File: config.mk
export PLATFORM = sky130hd
export DESIGN_NAME = dot_prod_sequencer
export DESIGN_NICKNAME = d
export VERILOG_FILES = /design/src/rtl/rnn_fixed_pkg.sv /design/src/rtl/valid_delay_line.sv /design/src/rtl/dot_prod_sequencer.sv
export SDC_FILE = /design/constraint.sdc
export NUM_CORES = 1
export LEC_CHECK = 0
export ABC_AREA = 1
export BUFFER_PORTS_ARGS = -buffer_cell sky130_fd_sc_hd__buf_2
export CAP_MARGIN = 20
export CELL_PAD_IN_SITES_DETAIL_PLACEMENT = 0
export CELL_PAD_IN_SITES_GLOBAL_PLACEMENT = 1
export CORE_AREA = 2 2 346 348
export CTS_CLUSTER_SIZE = 30
export DETAILED_ROUTE_END_ITERATION = 10
export DIE_AREA = 0 0 348 350
export GPL_ROUTABILITY_DRIVEN = 0
export PLACE_DENSITY_LB_ADDON = 0.12
export SLEW_MARGIN = 25
export SYNTH_ARGS = -nofsm -noshare
export SYNTH_HDL_FRONTEND = slang
export SYNTH_SLANG_ARGS = --single-unit
File: constraint.sdc
create_clock -name clock -period 3.08 [get_ports clock]
set_input_delay 0.308 -clock clock [delete_from_list [all_inputs] [get_ports clock]]
set_output_delay 0.308 -clock clock [all_outputs]
set_load 0.01 [all_outputs]
File: src/rtl/rnn_fixed_pkg.sv
// Shared fixed-point constants, sequencer state type and element-slice helper
// for the RNN datapath blocks.
package rnn_fixed_pkg;

    localparam int unsigned QN       = 6;
    localparam int unsigned QM       = 11;
    localparam int unsigned BITWIDTH = QN + QM + 1;

    typedef enum logic [1:0] {
        IDLE  = 2'd0,
        ISSUE = 2'd1,
        DRAIN = 2'd2,
        HOLD  = 2'd3
    } seq_state_t;

    // LSB position of element k in a packed vector of width-bit elements.
    function automatic int unsigned elem_lsb(input int unsigned k, input int unsigned width);
        return k * width;
    endfunction

endpackage

File: src/rtl/valid_delay_line.sv
// Fixed-depth delay line for a valid bit plus an element index; used to
// align issued addresses with data returned by a fixed-latency memory.
module valid_delay_line #(
    parameter int unsigned DEPTH = 1,
    parameter int unsigned IDX_W = 4
) (
    input  logic             clock,
    input  logic             reset,
    input  logic             valid,
    input  logic [IDX_W-1:0] idx,
    output logic             valid_dly,
    output logic [IDX_W-1:0] idx_dly
);

    logic [DEPTH-1:0] v_pipe;
    logic [IDX_W-1:0] i_pipe [DEPTH];

    always_ff @(posedge clock or negedge reset) begin
        if (!reset) begin
            v_pipe <= '0;
            for (int unsigned i = 0; i < DEPTH; i++) begin
                i_pipe[i] <= '0;
            end
        end else begin
            v_pipe[0] <= valid;
            i_pipe[0] <= idx;
            for (int unsigned i = 1; i < DEPTH; i++) begin
                v_pipe[i] <= v_pipe[i-1];
                i_pipe[i] <= i_pipe[i-1];
            end
        end
    end

    assign valid_dly = v_pipe[DEPTH-1];
    assign idx_dly   = i_pipe[DEPTH-1];

endmodule

File: src/rtl/dot_prod_sequencer.sv
// Sequences one matrix-vector product: latches the input vector, walks weightRAM
// columns, feeds aligned elements to dot_prod and hands the result downstream.
module dot_prod_sequencer
    import rnn_fixed_pkg::*;
#(
    parameter int unsigned NROW          = 16,
    parameter int unsigned NCOL          = 16,
    parameter int unsigned QN            = rnn_fixed_pkg::QN,
    parameter int unsigned QM            = rnn_fixed_pkg::QM,
    parameter int unsigned BITWIDTH      = QN + QM + 1,
    parameter int unsigned ADDR_BITWIDTH = 4,
    parameter int unsigned RAM_LATENCY   = 1,
    parameter int unsigned MAC_LATENCY   = 2
) (
    input  logic                       clock,
    input  logic                       reset,
    input  logic                       start,
    input  logic [NCOL*BITWIDTH-1:0]   inputVecIn,
    output logic                       busy,
    output logic [ADDR_BITWIDTH-1:0]   colAddress,
    output logic                       macClear,
    output logic                       macValid,
    output logic [BITWIDTH-1:0]        macElement,
    input  logic [NROW*BITWIDTH-1:0]   macResult,
    output logic                       outValid,
    input  logic                       outReady,
    output logic [NROW*BITWIDTH-1:0]   outVec
);

    localparam int unsigned DRAIN_CYCLES = RAM_LATENCY + MAC_LATENCY;
    localparam int unsigned CNT_W        = $clog2(DRAIN_CYCLES + 1);
    localparam logic [ADDR_BITWIDTH-1:0] COL_LAST   = ADDR_BITWIDTH'(NCOL - 1);
    localparam logic [CNT_W-1:0]         DRAIN_LAST = CNT_W'(DRAIN_CYCLES - 1);

    seq_state_t state, state_nx;

    logic [NCOL*BITWIDTH-1:0] vec_q;
    logic [CNT_W-1:0]         drain_cnt;
    logic                     accept, issue_last, drain_done, handshake;
    logic                     dl_valid;
    logic [ADDR_BITWIDTH-1:0] dl_idx;
    logic [BITWIDTH-1:0]      elems [NCOL];

    always_comb begin
        state_nx   = state;
        accept     = 1'b0;
        issue_last = 1'b0;
        drain_done = 1'b0;
        handshake  = 1'b0;
        unique case (state)
            IDLE: begin
                if (start) begin
                    accept   = 1'b1;
                    state_nx = ISSUE;
                end
            end
            ISSUE: begin
                if (colAddress == COL_LAST) begin
                    issue_last = 1'b1;
                    state_nx   = DRAIN;
                end
            end
            DRAIN: begin
                if (drain_cnt == DRAIN_LAST) begin
                    drain_done = 1'b1;
                    state_nx   = HOLD;
                end
            end
            HOLD: begin
                if (outValid && outReady) begin
                    handshake = 1'b1;
                    state_nx  = IDLE;
                end
            end
            default: state_nx = IDLE;
        endcase
    end

    always_ff @(posedge clock or negedge reset) begin
        if (!reset) begin
            state <= IDLE;
        end else begin
            state <= state_nx;
        end
    end

    always_ff @(posedge clock or negedge reset) begin
        if (!reset) begin
            vec_q      <= '0;
            colAddress <= '0;
            macClear   <= 1'b0;
            drain_cnt  <= '0;
            outValid   <= 1'b0;
            outVec     <= '0;
        end else begin
            macClear <= accept;
            if (accept) begin
                vec_q      <= inputVecIn;
                colAddress <= '0;
                drain_cnt  <= '0;
            end
            // Address holds at the last column through DRAIN and HOLD.
            if (state == ISSUE && !issue_last) begin
                colAddress <= colAddress + ADDR_BITWIDTH'(1);
            end
            if (state == DRAIN) begin
                if (drain_done) begin
                    outVec   <= macResult;
                    outValid <= 1'b1;
                end else begin
                    drain_cnt <= drain_cnt + CNT_W'(1);
                end
            end
            if (handshake) begin
                outValid <= 1'b0;
            end
        end
    end

    valid_delay_line #(
        .DEPTH (RAM_LATENCY),
        .IDX_W (ADDR_BITWIDTH)
    ) u_align (
        .clock     (clock),
        .reset     (reset),
        .valid     (state == ISSUE),
        .idx       (colAddress),
        .valid_dly (dl_valid),
        .idx_dly   (dl_idx)
    );

    always_comb begin
        for (int unsigned k = 0; k < NCOL; k++) begin
            elems[k] = vec_q[elem_lsb(k, BITWIDTH) +: BITWIDTH];
        end
    end

    assign busy       = (state != IDLE);
    assign macValid   = dl_valid;
    assign macElement = dl_valid ? elems[dl_idx] : '0;

endmodule

# Yosys cells after proc, flatten, opt, wreduce, memory -nomap -nowiden
# Index checks and enable logic that the tools add are counted.
# word_totals
register_bits	591
inputBits	580
output_inout_bits	314
wordCells	58
# classes
addsub	2
magnitude_cmp	1
eq_ne	9
n_mux	25
n_bitwise	1
n_reduce_logical	11
# ops
operator	count
binary-select mux 18 bit (select 4 bit)	1
two-way mux 18 bit	3
two-way mux 2 bit	7
two-way mux 1 bit	11
two-way mux 4 bit	2
!= test 2 bit (second input constant)	4
case mux 2 bit (4 select lines)	1
nonzero test 2 bit	4
equality test 2 bit (second input constant)	3
>= comparator 5 bit (second input constant)	1
inverter 4 -> 5 bit	1
adder 4 x 1 -> 4 bit (second input constant)	1
equality test 4 bit (second input constant)	1
AND reduction 2 bit	2
AND reduction 4 bit	1
adder 2 x 1 -> 2 bit (second input constant)	1
equality test 2 x 1 -> 1 bit (second input constant)	1
logical AND 1 bit	2
logical NOT 2 bit	1
logical NOT 1 bit	1

# Depth between registers and ports, before layout
# depth
word_depth	6
ltp_mapped	9

# By module
# A second synthesis with hierarchy kept.
# hier_totals
hier_cells	3186
hier_area_um2	25345.6
# by_module_without_submodules
mod	instances	cells_per_inst	area_each_um2	seq_area_each_um2
dot_prod_sequencer	1	3181	25220.4	14664.1
valid_delay_line	1	5	125.1	125.1

# Least setup slack after synthesis
# No wires, ideal clock.
# synth_path
kind	reg-to-output
from	register u_align.i_pipe, in the netlist u_align.idx_dly[0]
to	output macElement[10]
t_arrival_ns	1.257
t_required_ns	2.772
setup_slack_ns	1.515
stages_incl_launch_ff	9
n_path_buf	3
cell_sequence	dfrtp_1 > buf_6 > buf_6 > buf_4 > nand2_1 > nand3_1 > nand3_1 > nand3_1 > a21oi_1
# synth_via
elab_chain_len	5
# synth_lines
item	line	rtl
from (decl)	valid_delay_line.sv:16	logic [IDX_W-1:0] i_pipe [DEPTH];
from (signal, indexed assignment)	valid_delay_line.sv:29	i_pipe[i] <= i_pipe[i-1];
inverter 4 -> 5 bit (not written as such)	dot_prod_sequencer.sv:140	assign macElement = dl_valid ? elems[dl_idx] : '0;
binary-select mux 18 bit (select 4 bit)	dot_prod_sequencer.sv:140	
two-way mux 18 bit (not written as such) (2 in series)	dot_prod_sequencer.sv:140	
two-way mux 18 bit	dot_prod_sequencer.sv:140	
to (decl)	dot_prod_sequencer.sv:23	output logic [BITWIDTH-1:0] macElement,
# Every way passes these cells. The select of a mux whose other input is x is not followed.

# Worst setup path after layout
# layout_path
from	register u_align.i_pipe, in the netlist u_align.idx_dly[1]
to	output macElement[5]
# Same word-level chain as after synthesis.

==> impl_results.md <==
- Max Slew Vio Count: 0
- Clock Sinks: 591
- Placeable core region: 0.1178 sq mm
- Worst skew pair latency: 640 ps
- Num rows: 126
- VDD IR max: 0.4163 mV
- Clock Tree Root: clkbuf_16
- Critical Path End Type: output pin
- Chip width: 348 um
- Max_cap viols: 0
- Syn Inst Count: 3,187
- Fill cells: 12,750
- Share of cells above drive strength 1: 0.2338
- Max Root-Sink Buffers: 3
- Library cells used by synthesis: 21
- First-pass GRT wire length: 196.4 mm
- Setup TNS: 0 ps
- GR Overflow Total: 0
- Total track usage: 0.2242
- Startpoint types: register
- IO buf count: 893
- Worst path required time: 2770 ps
- RSZ-0062 raised after global routing: no
- Highest Clock Rate: 0.3386 GHz
- Net Count, Synth: 3,774
- Final period utilization: 0.9588
- Seq/Total Area, Yosys: 0.5830
- Critical path class: reg -> out
- Synthesized flop and latch total: 591
- H-tree levels: 3
- Status: finished clean
- Iter 0 DRT Violations: 1,685
- Crit path arrival time: 2650 ps
- Synth area leader: dfrtp_1
- Initial Util: 0.2154
- Vias: 26,040
- Crit-path max FO: 17
- Die Height: 350 um
- Vias/cell: 4.174
- Mapped Area: 0.02537 sq mm
- Largest net degree at the start of global routing: 149
- Drt pass-1 iters: 5
- I/O pin cnt: 894
- Wirelength per Cell: 22.41 um
- CTS tree: yes
- Worst hold margin: 105.8 ps
- Rel. slew slack: 0.4518
- Clock skew: 34.67 ps
- Dpl hpwl: 108.7 mm
- Tmin final: 2953 ps
- Total CTS buffers: 76
- Hold crit path type: in -> reg
- Vias in the first global route: 27,010
- Area occupied by multi-input gates: 0.008848 sq mm
- # DRC: 0
- Clock slew at reported path FFs: 60 ps
- Synth warn: 0
- Top-area cell type share of the netlist area: 0.5830
- Layout Nets: 5,209
- Top post-synthesis cells by area: dfrtp_1 58%, nand2_1 24%, o21ai_0 4.4%
- Least-Margin Pin Slew: 822.3 ps
- Initial antenna violation count: 48
- Die area: 0.1218 sq mm
- Aggregate routed wire length: 139.8 mm
- LEAKAGE: 20.97 nW
- Area Growth Syn to Fin: 57.92%
- Register area: 0.01480 sq mm
- Count of final hold-check violations: 0
- Setup-failing EPs final: 0
- Mean Syn Cell Area: 7.959 sq um
- DRT antenna net count: 0
- Pwr Density: 976.2 mW/mm^2
==> worst paths after layout <==
kind                                     from            endpoint  slack, ps  depth (start not counted)
max reg2reg                          state[1]          vec_q[286]        950                          8
min                           inputVecIn[269]          vec_q[269]        110                          3
min reg2reg                     colAddress[3]  u_align.idx_dly[3]        460                          0
max                        u_align.idx_dly[1]       macElement[5]        130                          7
min in group asynchronous               reset         outVec[181]        260                          2
max in group asynchronous               reset          vec_q[149]       1720                          3
==> Yosys cell counts <==
cell type / n
xor2_1: 1
nand2_2: 1
dfrtp_1: 591
inv_2: 5
buf_1: 11
buf_4: 12
clkbuf_1: 66
clkinv_1: 2
o21ai_0: 222
inv_1: 224
or2_1: 1
nor2_1: 149
o22ai_1: 1
ha_1: 7
a21oi_1: 20
o21ai_1: 1
buf_6: 9
nand3_1: 186
nand2_1: 1592
a21boi_0: 1
buf_2: 85
==> routing by layer <==
layer / vias to the layer above / GRT usage / wire (um)
met5: - / 0 / 216
met4: 34 / 0.09117 / 6215
met2: 765 / 0.3728 / 66300
met3: 229 / 0.05044 / 7465
li1: 12620 / - / -
met1: 12390 / 0.2809 / 59620
==> final cells by class <==
cell class / count / share of cell area
diodes: 27 / 0.001687
multi-input cells: 2182 / 0.2209
clock inverters: 24 / 0.007403
repair buffers: 1540 / 0.2766
flip-flops and latches: 591 / 0.3694
inverters: 231 / 0.02215
well taps: 1536 / 0.04798
clock buffers: 107 / 0.05388
==> registers in the layout (all words and copies together) (netlist names) <==
signal             cells
macClear               1
outValid               1
state                  2
vec_q                288
outVec               288
u_align.idx_dly        4
colAddress             4
drain_cnt              2
u_align.valid_dly      1
==> report_power, final <==
part	switching (mW)	total (mW)	leakage [nW]	internal, mW
Sequential	1.89	13.4	7.28	11.6
Clock	3.71	9.01	1.21	5.30
Combinational	11.0	16.7	12.5	5.66
Total	16.6	39.1	21.0	22.5
==> per-stage QoR <==
stage               cell area, sq um    util  power [mW]  instances  worst slack, ps
finish                         40060  0.3402       39.11       6238            126.9
global route                   40030  0.3399       42.01       6228            9.039
CTS                            39960  0.3393       39.75       6210           0.4035
detailed placement             31690  0.2691       29.74       5501            576.2
global placement               31690  0.2691       29.76       5501            559.3
floorplan                      25370       -       21.91       3187             1515
==> kinds of logic after synthesis <==
group	share of synthesized area
and+or+nand+nor	0.2948
DFF	0.5830
buffers and inverters	0.06989
AOI/OAI and AO/OA	0.04849
adders and majority gates	0.003453
xor gates and xnor gates	0.0003453
==> placed cells by master, fill, tap and decap left out, drive strengths merged <==
master,netlist,layout
a21boi,1,1
a21oi,20,20
buf,117,962
bufinv,0,5
clkbuf,66,108
clkinv,2,17
clkinvlp,0,1
dfrtp,591,591
diode,0,27
dlygate4sd3,0,577
ha,7,7
inv,229,232
nand2,1593,1593
nand3,186,186
nor2,149,149
o21ai,223,223
o22ai,1,1
or2,1,1
xor2,1,1
==> timing repair <==
action                                  in CTS  in global routing
cloned                                       0                  1
endpoints found under the setup margin      11                  6
pin swaps                                    0                  0
endpoints found under the hold margin      625                  0
buffers inserted                             1                  0
resized for setup                            6                  3
hold buffers                               577                  0
==> worst max-delay path: stages, from the launching register on <==
cell and delay [ps]:
dfrtp_4 610, inv_6 220, buf_4 240, nand3_1 90, nand3_1 110, nand3_1 200
a21oi_1 330, buf_2 190
(Power assumes the default switching activity.)
